--- config.mk ---
export PLATFORM = sky130hd
export DESIGN_NAME = bias_group_sequencer
export DESIGN_NICKNAME = d
export VERILOG_FILES = /design/src/rtl/bias_seq_pkg.sv /design/src/rtl/bias_sat_add_lane.sv /design/src/rtl/bias_group_sequencer.sv
export SDC_FILE = /design/constraint.sdc
export NUM_CORES = 2
export LEC_CHECK = 0
export CAP_MARGIN = 25
export CORE_AREA = 2 2 690 692
export CTS_CLUSTER_SIZE = 24
export DETAILED_ROUTE_END_ITERATION = 8
export DIE_AREA = 0 0 692 694
export GPL_TIMING_DRIVEN = 0
export PLACE_DENSITY = 0.3
export SLEW_MARGIN = 20
export SYNTH_ARGS = -nofsm -noshare
export SYNTH_HDL_FRONTEND = slang
export SYNTH_SLANG_ARGS = --single-unit
--- constraint.sdc ---
create_clock -name clk -period 4.5 [get_ports clk]
set_input_delay 0.9 -clock clk [delete_from_list [all_inputs] [get_ports clk]]
set_output_delay 0.9 -clock clk [all_outputs]
set_load 0.05 [all_outputs]
--- src/rtl/bias_seq_pkg.sv ---
// Shared definitions for the bias group sequencer: default lane width,
// sequencer states and the saturating lane add.
package bias_seq_pkg;

  localparam int DATA_W_DEFAULT = 18;

  typedef enum logic [1:0] {
    IDLE  = 2'd0,
    RUN   = 2'd1,
    FLUSH = 2'd2
  } state_t;

  // Sign-extended add, then clamp when the two top bits of the wide sum disagree.
  function automatic logic [DATA_W_DEFAULT-1:0] sat_add(
    input logic [DATA_W_DEFAULT-1:0] a,
    input logic [DATA_W_DEFAULT-1:0] b
  );
    logic [DATA_W_DEFAULT:0] sum;
    sum = {a[DATA_W_DEFAULT-1], a} + {b[DATA_W_DEFAULT-1], b};
    if (sum[DATA_W_DEFAULT] != sum[DATA_W_DEFAULT-1])
      sat_add = {sum[DATA_W_DEFAULT], {(DATA_W_DEFAULT-1){~sum[DATA_W_DEFAULT]}}};
    else
      sat_add = sum[DATA_W_DEFAULT-1:0];
  endfunction

endpackage

--- src/rtl/bias_sat_add_lane.sv ---
// One lane: signed bias add with saturation, optional fused ReLU.
// Build option: define BIAS_RELU_EN to force negative results to zero.
module bias_sat_add_lane
  import bias_seq_pkg::*;
#(
  parameter int DATA_W = DATA_W_DEFAULT
) (
  input  logic [DATA_W-1:0] acc,
  input  logic [DATA_W-1:0] bias,
  output logic [DATA_W-1:0] result
);

  logic [DATA_W-1:0] sat;

  if (DATA_W == DATA_W_DEFAULT) begin : g_pkg_width
    assign sat = sat_add(acc, bias);
  end else begin : g_any_width
    logic [DATA_W:0] sum;
    assign sum = {acc[DATA_W-1], acc} + {bias[DATA_W-1], bias};
    assign sat = (sum[DATA_W] != sum[DATA_W-1])
               ? {sum[DATA_W], {(DATA_W-1){~sum[DATA_W]}}}
               : sum[DATA_W-1:0];
  end

`ifdef BIAS_RELU_EN
  assign result = sat[DATA_W-1] ? '0 : sat;
`else
  assign result = sat;
`endif

endmodule

--- src/rtl/bias_group_sequencer.sv ---
// Adds the current output-channel group's bias to each accumulator beat and
// walks NUM_GROUPS groups per pass. Build option: BIAS_RELU_EN (fused ReLU).
module bias_group_sequencer
  import bias_seq_pkg::*;
#(
  parameter int N_LANE     = 16,
  parameter int NUM_GROUPS = 4,
  parameter int DATA_W     = DATA_W_DEFAULT,
  parameter int PIX_W      = 12,
  localparam int GRP_W     = (NUM_GROUPS > 1) ? $clog2(NUM_GROUPS) : 1
) (
  input  logic                                 clk,
  input  logic                                 rst,
  input  logic                                 start,
  input  logic [PIX_W-1:0]                     pix_per_group,
  input  logic [NUM_GROUPS*N_LANE*DATA_W-1:0]  bias_bus,
  input  logic [N_LANE*DATA_W-1:0]             acc_data,
  input  logic                                 acc_valid,
  output logic                                 acc_ready,
  output logic [N_LANE*DATA_W-1:0]             out_data,
  output logic                                 out_valid,
  input  logic                                 out_ready,
  output logic [GRP_W-1:0]                     group_idx,
  output logic                                 busy,
  output logic                                 done
);

  localparam int BEAT_W = N_LANE * DATA_W;

  state_t            state;
  logic [PIX_W-1:0]  pix;
  logic [PIX_W-1:0]  pix_last;
  logic [BEAT_W-1:0] bias_sel;
  logic [BEAT_W-1:0] biased;
  logic              accept;

  // The output register can take a new beat when empty or draining this cycle.
  assign acc_ready = (state == RUN) && (!out_valid || out_ready);
  assign accept    = acc_valid && acc_ready;
  assign bias_sel  = bias_bus[group_idx*BEAT_W +: BEAT_W];

  for (genvar i = 0; i < N_LANE; i++) begin : g_lane
    bias_sat_add_lane #(
      .DATA_W (DATA_W)
    ) u_lane (
      .acc    (acc_data[i*DATA_W +: DATA_W]),
      .bias   (bias_sel[i*DATA_W +: DATA_W]),
      .result (biased[i*DATA_W +: DATA_W])
    );
  end

  // NOTE: every register here is assigned with <= so all of them update from
  // the same pre-edge values; a blocking = would let later lines see new state.
  always_ff @(posedge clk) begin
    if (rst) begin
      state     <= IDLE;
      out_valid <= 1'b0;
      done      <= 1'b0;
      busy      <= 1'b0;
      group_idx <= '0;
      pix       <= '0;
      pix_last  <= '0;
      // NOTE: the wide data register is reset as well so downstream never
      // observes X on out_data after reset, even though out_valid gates it.
      out_data  <= '0;
    end else begin
      done <= 1'b0;

      if (accept) begin
        out_valid <= 1'b1;
        out_data  <= biased;
      end else if (out_ready) begin
        out_valid <= 1'b0;
      end

      case (state)
        IDLE: begin
          if (start) begin
            state     <= RUN;
            busy      <= 1'b1;
            pix       <= '0;
            group_idx <= '0;
            pix_last  <= (pix_per_group == '0) ? '0 : pix_per_group - 1'b1;
          end
        end

        RUN: begin
          if (accept) begin
            if (pix == pix_last) begin
              pix <= '0;
              // The last group holds its index until IDLE so it never wraps.
              if (group_idx == GRP_W'(NUM_GROUPS - 1))
                state <= FLUSH;
              else
                group_idx <= group_idx + 1'b1;
            end else begin
              pix <= pix + 1'b1;
            end
          end
        end

        FLUSH: begin
          if (!out_valid || out_ready) begin
            state     <= IDLE;
            busy      <= 1'b0;
            done      <= 1'b1;
            group_idx <= '0;
          end
        end

        default: state <= IDLE;
      endcase
    end
  end

endmodule
==> metrics.yaml <==
post-synth-top-area-cell: "sky130_fd_sc_hd__mux4_2"
netlist_area_um2: 33400
track_usage: 0.166
finalWeightedCongestion: 0.944
final_common_cell: "sky130_fd_sc_hd__clkdlybuf4s50_1"
ys_async_sr_fraction: 0
drt.antenna.violating_nets: 0
finalMaxSlewViolations: 0
worst_setup_slack_for_register_to_register_paths_ns: 0.09
detailed_place_hpwl_um: 379000
detailedRoute.firstIterationViolations: 2923
clkSlewWorstSetupHoldPaths_ns: 0.06
clk-insertion-delay-late_ns: 0.76
drive_above_1_share: 0.162
critical_path_peak_fanout: 6
start_kind: "flip-flop"
average_via_count_per_standard_cell: 3.49
synth_enable_flop_cells: 0
number_of_design_rule_violations_left_after_detail_routing: 0
largest_net_degree_at_the_start_of_global_routing: 15
yosysTopAreaCellShare: 0.194
worst-slew-pin-transition_ns: 1.16
timing.final.crit_share: 0.979
fmax_ghz: 0.227
fin_hold_ws_ns: 0.479
utilization_of_the_core_after_routing: 0.137
floorplan.die_area_um2: 480000
crit_path_end_kind: "flip-flop"
cts.htree.levels: 2
synthDistinctLibCells: 84
power.density_cell_area_nw_per_um2: 271
timing.critical_path.arrival_ns: 5.03
critical_path.slowest_cell: "sky130_fd_sc_hd__mux4_2"
final_cell_count_no_fill: 12000
postCtsHoldBufs: 0
clock_tree_buffer_depth: 3
finalHoldViolations: 0
cts_buffers: 50
std_cell_rows: 253
cts_tree: "yes"
critical-path-top-cell-by-count: "sky130_fd_sc_hd__buf_12"
final.min_clock_period_ns: 4.41
hp_class: "reg -> reg"
timing.critical_path.cells: "clkbuf_16 -> clkbuf_16 -> buf_16 -> mux4_2 -> ha_4 -> a21o_1 -> a21o_1 -> o41ai_4 -> buf_12 -> o211a_4 -> a21oi_4 -> a211o_4 -> xnor2_4 -> buf_12 -> buf_12 -> a21oi_2 -> a21oi_1"
via_count_of_the_first_global_routing_pass: 41500
total_power_mw: 17.6
worst_ir_drop_vdd_v: 0.000291
die_y_um: 694
grt_antenna_before_repair: 286
worst_r2r_startpoint: "group_idx[0]$_SDFFE_PP0P_"
dominantRegCellSynth: "sky130_fd_sc_hd__dfxtp_1"
wl_per_cell_um: 34.5
beginning_of_the_critical_path: "group_idx[0]$_SDFFE_PP0P_"
cp_data_required_time_ns: 5.13
synth-seq-cells: 319
fill_cells: 53500
timing.setup.critical_path_class: "reg -> reg"
route.vias.total: 42000
post-place-cells: 11800
num-nets-final: 7461
syn_inst: 3733
drv_cap: 0
area_growth_from_synthesis_to_layout_pct: 94.2
cts.sink_count: 319
clockRootBuffer: "sky130_fd_sc_hd__clkbuf_16"
worstPathBufferInverterCount: 6
timing.slew.headroom: 0.223
min-delay-start: "out_data[51]$_SDFFE_PP0P_"
globalRoute.totalOverflow: 0
synthesis.area_per_instance_um2: 8.95
setup-tns-final_ns: 0
synthesis.yosys.warnings: 0
outcome: "completed"
drt-pass1-iter-count: 5
ys_top_cells_by_area: "sky130_fd_sc_hd__mux4_2 19%, sky130_fd_sc_hd__dfxtp_1 19%, sky130_fd_sc_hd__ha_1 11%, sky130_fd_sc_hd__a21oi_1 7.6%, sky130_fd_sc_hd__o21ai_0 6.3%"
skew_ns: 0.0405
power.static_leakage_nw: 22.0
die_w_um: 692
crit_family: "compound AO/OA/AOI/OAI gates"
core_region_area_um2: 473000
setup_repair_after_global_routing_missed_its_margin: "true"
placement.io_buffers: 1750
mostFrequentLayoutCells: "1741 x sky130_fd_sc_hd__clkdlybuf4s50_1, 466 x sky130_fd_sc_hd__a21oi_1, 394 x sky130_fd_sc_hd__o21ai_0"
number_of_failing_setup_endpoints_in_the_final_timing_report: 0
grt_pass1_wl_um: 507000
route.final.wire_length_um: 416000
critical_path.max_stage_delay_ns: 0.54
starting_density_of_the_core: 0.0706
seq_area_frac_synth: 0.191
syn-num-nets: 5497
io_pins: 1751
[layout make-up]
type | instances | area, um2 | share of cell area
antenna | 52 | 130 | 0.00201
buffer | 215 | 1690 | 0.0261
clock buffer | 68 | 1440 | 0.0222
clock inverter | 19 | 294 | 0.00453
inverter | 86 | 323 | 0.00498
multi-input combinational | 3107 | 27000 | 0.416
sequential | 319 | 6390 | 0.0986
tap | 6247 | 7820 | 0.121
timing repair buffer | 1918 | 19800 | 0.305
[where the power goes]
| group | switching (mW) | internal [mW] | total, mW |
|---|---|---|---|
| clock | 1.81 | 2.57 | 4.39 |
| sequential | 0.198 | 3.04 | 3.24 |
| combinational | 5.79 | 4.15 | 9.93 |
| total | 7.80 | 9.76 | 17.6 |
[routing by layer]
| layer | wire (um) | track usage | vias up | part of all wire |
|---|---|---|---|---|
| met2 | 200000 | 0.288 | 1918 | 0.48 |
| met4 | 10000 | 0.0259 | 100 | 0.024 |
| met1 | 172000 | 0.201 | 21000 | 0.41 |
| li1 | - | - | 18500 | - |
| met5 | 619 | 0 | - | 0.0015 |
| met3 | 33300 | 0.0542 | 519 | 0.080 |
[stage by stage]
stage          setup WS [ns]  cell area (um2)
6_report              0.0934            64800
5_1_grt               -0.140            64700
4_1_cts              -0.0478            63400
3_5_place_dp           -2.03            59900
3_3_place_gp           -5.84            58700
2_1_floorplan         0.0186            33400
[worst paths after layout]
path              cells after the start                         end
hold / removal                        2   out_data[51]$_SDFFE_PP0P_
hold reg to reg                       2   out_data[51]$_SDFFE_PP0P_
setup / recovery                     17  out_data[254]$_SDFFE_PP0P_
setup reg to reg                     17  out_data[254]$_SDFFE_PP0P_
[tightest hold or removal path: cells and delay by family, from the launching register on]
family / cells / cell delay [ns]
flops: 1 / 0.32
compound gates: 1 / 0.06
simple gates: 1 / 0.06
[synthesized netlist by cell type (all sizes together) (31+ instances only)]
cell	n
a211oi	110
nor3	83
nor2	287
buf	72
ha	291
a21oi	511
a21o	82
o22ai	31
clkbuf	150
nand3	64
maj3	67
nand2	109
xor2	103
o21ai	443
inv	86
o21a	37
nor2b	34
o21bai	34
mux4	288
and3	34
xnor2	150
dfxtp	319
[flip-flops by register name (all words and copies together), names as in the netlist]
| name | cells |
|---|---|
| busy | 1 |
| done | 1 |
| state | 2 |
| group_idx | 2 |
| pix_last | 12 |
| out_data | 288 |
| out_valid | 1 |
| pix | 12 |
[what timing repair did]
action,in CTS,in global routing
pin swaps,46,80
buffers inserted,53,56
gates cloned,3,3
setup endpoints to repair,288,250
gates resized for setup,329,182
[kinds of logic after synthesis]
logic type               synth area share
multiplexers                        0.197
buffers and inverters              0.0369
flip-flops                          0.191
AO/OA/AOI/OAI                       0.266
adder cells (fa/ha/maj)             0.139
XOR/XNOR                           0.0677
AND/OR/NAND/NOR                     0.102
Note: power is estimated with default switching activity, not from simulation.
